--- src/rtl/mem_req_ctrl.sv ---
// Memory request controller: issues one client load/store at a time to the memory bus,
// retries on reject, and returns tagged load data to the client in acceptance order.
module mem_req_ctrl #(
    parameter int DEPTH     = 4,
    parameter int RETRY_MAX = 255
) (
    input  logic        clk,
    input  logic        rst,
    input  logic        req_valid,
    output logic        req_ready,
    input  logic [1:0]  req_cmd,
    input  logic [31:0] req_addr,
    input  logic [31:0] req_wdata,
    output logic        rsp_valid,
    input  logic        rsp_ready,
    output logic [31:0] rsp_data,
    output logic        st_done,
    output logic [1:0]  proc2mem_command,
    output logic [31:0] proc2mem_addr,
    output logic [31:0] proc2mem_data,
    input  logic [3:0]  mem2proc_response,
    input  logic [31:0] mem2proc_data,
    input  logic [3:0]  mem2proc_tag,
    output logic        err_retry,
    output logic        err_tag
);

    localparam logic [1:0] BUS_NONE  = 2'd0;
    localparam logic [1:0] BUS_LOAD  = 2'd1;
    localparam logic [1:0] BUS_STORE = 2'd2;

    localparam logic [0:0] S_IDLE  = 1'b0;
    localparam logic [0:0] S_ISSUE = 1'b1;

    localparam int PTR_W = $clog2(DEPTH);
    localparam int CNT_W = $clog2(DEPTH + 1);
    localparam int RC_W  = $clog2(RETRY_MAX + 1);

    logic [0:0]       state;
    logic [1:0]       iss_cmd;
    logic [31:0]      iss_addr;
    logic [31:0]      iss_wdata;
    logic [RC_W-1:0]  retry_cnt;

    logic [CNT_W-1:0] count;
    logic [PTR_W-1:0] head;
    logic [PTR_W-1:0] tail;
    logic [DEPTH-1:0] q_valid;
    logic [DEPTH-1:0] q_have;
    logic [3:0]       q_tag  [DEPTH];
    logic [31:0]      q_data [DEPTH];

    logic             accept;
    logic             issue_done;
    logic             push;
    logic             pop;
    logic             tag_hit;
    logic [PTR_W-1:0] hit_idx;

    function automatic logic [PTR_W-1:0] next_ptr(input logic [PTR_W-1:0] p);
        return (p == PTR_W'(DEPTH - 1)) ? '0 : p + 1'b1;
    endfunction

    // Stores bypass the full check; only loads occupy queue slots.
    assign req_ready  = rst && (state == S_IDLE) &&
                        (req_cmd == BUS_STORE || count < CNT_W'(DEPTH));
    assign accept     = req_valid && req_ready && (req_cmd == BUS_LOAD || req_cmd == BUS_STORE);
    assign issue_done = (state == S_ISSUE) && (mem2proc_response != 4'd0);
    assign push       = issue_done && (iss_cmd == BUS_LOAD);
    assign pop        = rsp_valid && rsp_ready;

    assign rsp_valid  = q_valid[head] && q_have[head];
    assign rsp_data   = rsp_valid ? q_data[head] : '0;

    assign proc2mem_command = (state == S_ISSUE) ? iss_cmd   : BUS_NONE;
    assign proc2mem_addr    = (state == S_ISSUE) ? iss_addr  : '0;
    assign proc2mem_data    = (state == S_ISSUE) ? iss_wdata : '0;

    // NOTE: every output of an always_comb gets a default first so no latch is inferred.
    always_comb begin
        tag_hit = 1'b0;
        hit_idx = '0;
        for (int i = DEPTH - 1; i >= 0; i--) begin
            if (mem2proc_tag != 4'd0 && q_valid[i] && !q_have[i] && q_tag[i] == mem2proc_tag) begin
                tag_hit = 1'b1;
                hit_idx = PTR_W'(i);
            end
        end
    end

    // NOTE: sequential state uses non-blocking assignments so all registers update from pre-edge values.
    always_ff @(posedge clk or negedge rst) begin
        if (!rst) begin
            state     <= S_IDLE;
            iss_cmd   <= BUS_NONE;
            iss_addr  <= '0;
            iss_wdata <= '0;
            retry_cnt <= '0;
            count     <= '0;
            head      <= '0;
            tail      <= '0;
            q_valid   <= '0;
            q_have    <= '0;
            st_done   <= 1'b0;
            err_retry <= 1'b0;
            err_tag   <= 1'b0;
        end else begin
            st_done <= 1'b0;

            case (state)
                S_IDLE: begin
                    if (accept) begin
                        iss_cmd   <= req_cmd;
                        iss_addr  <= req_addr;
                        iss_wdata <= req_wdata;
                        state     <= S_ISSUE;
                    end
                end
                default: begin
                    if (mem2proc_response == 4'd0) begin
                        if (retry_cnt != RC_W'(RETRY_MAX))
                            retry_cnt <= retry_cnt + 1'b1;
                        if (retry_cnt >= RC_W'(RETRY_MAX - 1))
                            err_retry <= 1'b1;
                    end else begin
                        state     <= S_IDLE;
                        retry_cnt <= '0;
                        if (iss_cmd == BUS_STORE)
                            st_done <= 1'b1;
                    end
                end
            endcase

            // Matching only sees pre-edge entries, so a tag never hits the slot pushed this edge.
            if (tag_hit)
                q_have[hit_idx] <= 1'b1;
            else if (mem2proc_tag != 4'd0)
                err_tag <= 1'b1;

            if (pop) begin
                q_valid[head] <= 1'b0;
                q_have[head]  <= 1'b0;
                head          <= next_ptr(head);
            end
            if (push) begin
                q_valid[tail] <= 1'b1;
                q_have[tail]  <= 1'b0;
                tail          <= next_ptr(tail);
            end

            case ({push, pop})
                2'b10:   count <= count + 1'b1;
                2'b01:   count <= count - 1'b1;
                default: count <= count;
            endcase
        end
    end

    // NOTE: tag/data storage is not reset; it is only ever read through q_valid/q_have, which are.
    always_ff @(posedge clk) begin
        if (push)
            q_tag[tail] <= mem2proc_response;
        if (tag_hit)
            q_data[hit_idx] <= mem2proc_data;
    end

endmodule
--- config.mk ---
export PLATFORM = sky130hd
export DESIGN_NAME = mem_req_ctrl
export DESIGN_NICKNAME = d
export VERILOG_FILES = /design/src/rtl/mem_req_ctrl.sv
export SDC_FILE = /design/constraint.sdc
export NUM_CORES = 1
export LEC_CHECK = 0
export CORE_MARGIN = 3
export CORE_UTILIZATION = 30
export CTS_CLUSTER_SIZE = 24
export DETAILED_ROUTE_END_ITERATION = 7
export GPL_TIMING_DRIVEN = 0
export SKIP_CTS_REPAIR_TIMING = 1
export SLEW_MARGIN = 10
export SYNTH_ARGS = -nofsm -noshare
export SYNTH_HDL_FRONTEND = slang
export SYNTH_SLANG_ARGS = --single-unit
--- constraint.sdc ---
create_clock -name clk -period 3.8 [get_ports clk]
set_input_delay 0.38 -clock clk [delete_from_list [all_inputs] [get_ports clk]]
set_output_delay 0.38 -clock clk [all_outputs]
set_load 0.1 [all_outputs]
==> results list <==
- The initial antenna violation count came to 1.
* Worst hold slack after final layout: 316 ps
- For this design the ratio of total power to cell area is 655 nW/um2.
* Die extent in x: 188 um
* Worst-case setup margin in the final layout: 97.0 ps
- Slew Limit Headroom: 27.6%
- Maximum number of pins on one net before global-route repair: 55
- In this run, CTS created clock tree buffers numbering 27.
* Initial core utilization: 31.0%
* Number of global-route vias before repair: 6385
- Worst slack at placement: 248 ps
* Cell count after synthesis: 615
* Routed WL per cell: 17.8 um
* Kind of capture point of the worst setup path: output pin
* Top Ports: 213
* Overall die height: 188 um
* Total gr overflow: 0
- For the pin with the worst max-slew slack, the measured transition is 1080 ps.
- First-pass GRT wire length: 36500 um
- Top cell family by delay on the critical path: buffers and inverters
* YS warnings: 0
- Delay of the slowest cell on the worst path: 1180 ps
* Met2 wire length: 10800 um
* CP max-delay cell: clkdlybuf4s50_1
- The critical path goes through buf_4 -> inv_2 -> mux4_2 -> nor2b_1 -> clkdlybuf4s50_1.
- After floorplanning, the core was divided into 65 placement rows.
- The worst register-to-register path has a depth of 11.
- Clock-pin slew was measured on the worst setup and hold paths at 60 ps.
- EDFF count, synth: 144
* Number of cells in the design after placement: 1263
- FF-to-FF End: count[2]
* Fin Clk Skew: 9.62 ps
* Final period demand of the worst path: 3700 ps
- Critical Path Source Type: register
* Clock sink total: 237
* Worst supply voltage drop on vdd: 410 uV
- Final wirelength: 23400 um
- Weighted congestion at the end of routability-driven global placement: 0.727
* Distinct cell type count after synthesis: 44
- FFs w/ async S/R, synth: 39.2%
* Uppermost metal layer occupied by signal nets: met5
* Antenna violation net count after detailed routing: 0
- Area of the core: 32000 um2
- Setup repair after global routing left no endpoint under its margin.
- Arrival time of the worst setup path: 3320 ps
- Routed metal-1 wire length: 9760 um
- For this run, the top clock speed supported by timing is 270 MHz.
- The finished layout holds 1315 standard cells, fillers aside.
- Vias after detailed routing: 5864
- Measured on the finished design, the core utilization comes to 42.4%.
- Of the synthesized area, sequential elements account for 67.0%.
- Primary FF master, synth: edfxtp_1
- Clock Latency Late Sink: 540 ps
* Final hold violation count: 0
- Nets: 981
* Static power due to leakage: 5.57 nW
- Each instance of the synthesized netlist takes up on average 16.1 um2.
- In the routed design, unresolved DRC markers number 0.
- Start-to-end type of the worst setup path: register to output pin
* Proportion of layout cells with a drive suffix above 1: 19.8%
* DRC violation total after the first TritonRoute iteration: 255
- The die covers 35300 um2.
* Outcome: complete, no violations
- Post-route clock period utilization: 97.4%
- Setup violations remaining at the end of the flow were counted as 0.
- Startpoint of the worst register-to-register path: head[0]
- TritonCTS clock tree: yes
* Wire length on met3: 2440 um
- Compared with the post-synthesis result, the final layout area differs by 37.0%.
* Pins Over Slew Limit: 0
* # port buffers: 208
* Reg-to-reg setup timing slack: 970 ps
* Post-synthesis net count: 738
- CTS built an H-tree with a depth of 1.
* Max capacitance violation total: 0
- WP data required: 3420 ps
* Flops & latches, synth: 237
* Syn Std Cell Area: 9920 um2
- Type of the tightest min-delay check: primary input to async pin
* Clock root buffer: clkbuf_16
- Overall routing resource usage: 13.1%
- Bufs on Longest Clock Path: 3
* Drt via density: 4.46
* Buffer and inverter count on the worst path: 3
- The first TritonRoute pass finished after 4 iterations.
- Crit Path Max Fanout: 7
- Detailed-placement wirelength estimate: 16500 um
- After routing, the total negative slack on setup checks comes to 0 ps.
==> synth_stat cells (all sizes together), types with 9 or more instances <==
cell type	number	area, um2
nor2b	35	219
clkbuf	19	71.3
nor2	9	36.3
mux4	33	743
xor2	14	123
nand2	21	78.8
and2	71	454
dfrtp	93	2330
edfxtp	144	4320
ha	12	150
o21ai	9	45.0
buf	14	95.1
mux2	66	743
inv	22	82.6
==> how the worst max path moves through the flow <==
stage | slack [ps] | startpoint | cells past startpoint | end
after CTS | -350 | head[0] | 6 | rsp_data[8]
after global placement | -2720 | rst | 3 | req_ready
after floorplan | 580 | mem2proc_tag[1] | 5 | q_data[1][0]
final | 100 | head[0] | 5 | rsp_data[31]
after detailed placement | 250 | head[0] | 6 | rsp_data[8]
after global routing | 10 | head[0] | 6 | rsp_data[8]
==> cells in the final DEF (no fill, tap or decap), drive strengths merged, types with 2 or more instances in the layout <==
cell type	instances
dfrtp	93
o21ai	9
edfxtp	144
clkdlybuf4s50	173
a21oi	2
and2	71
a21o	5
nand4	6
nor2b	35
clkinv	14
dlymetal6s2s	34
nand2	21
nor4	5
ha	12
clkbuf	52
mux4	33
mux2	66
nand3	6
inv	24
a221oi	3
and3b	3
nor2	9
and3	2
xnor2	6
xor2	14
buf	20
a31oi	2
==> layer usage <==
layer / vias to the layer above / GRT usage (%)
met1: 2887 / 16.0
li1: 2724 / -
met5: - / 0
met4: 2 / 2.91
met3: 35 / 5.81
met2: 216 / 21.6
==> state kept, by name (all words and copies together), names as in the netlist <==
name	cells
count	3
err_retry	1
err_tag	1
head	2
iss_addr	32
iss_cmd	2
iss_wdata	32
q_data	128
q_have	4
q_tag	16
q_valid	4
retry_cnt	8
st_done	1
state	1
tail	2
==> power by group <==
part	leakage (nW)	switching (W)	internal [W]
clock	0.407	0.00104	0.00138
combinational	2.75	0.00193	0.00116
sequential	2.42	0.000223	0.00318
==> kinds of logic (layout without fill, tap and decap cells) <==
kind of cell,Yosys count,in the layout,synth area share (%)
buffers and inverters,55,319,2.51
flip-flops,237,237,67.0
other,0,1,0
AND/OR/NAND/NOR,164,164,9.91
XOR/XNOR,20,20,1.77
AO/OA/AOI/OAI,27,27,2.07
multiplexers,99,99,15.0
adder cells (fa/ha/maj),13,13,1.72
==> layout make-up <==
type	instances	area, um2
Sequential cell	237	6650
Antenna cell	1	2.50
Buffer	33	166
Tap cell	435	544
Timing Repair Buffer	214	2290
Multi-Input combinational cell	323	3030
Clock inverter	17	124
Clock buffer	33	698
Fill cell	2976	18400
Inverter	22	82.6
==> worst reg2reg max path, stage by stage, from the launching register on <==
cell,delay (ps)
dfrtp_1,400
buf_4,180
inv_2,90
mux4_2,650
nor2_2,200
buf_6,180
ha_1,190
inv_1,60
fa_1,370
xor2_1,150
nor2_1,110
xor2_1,160
==> metrics by stage <==
step / instance area [um2] / power (W)
floorplan: 9930 / 0.00578
global placement: 12600 / 0.00654
detailed placement: 12700 / 0.00659
CTS: 13500 / 0.00907
global route: 13600 / 0.00936
finish: 13600 / 0.00891
(Power assumes the default switching activity.)
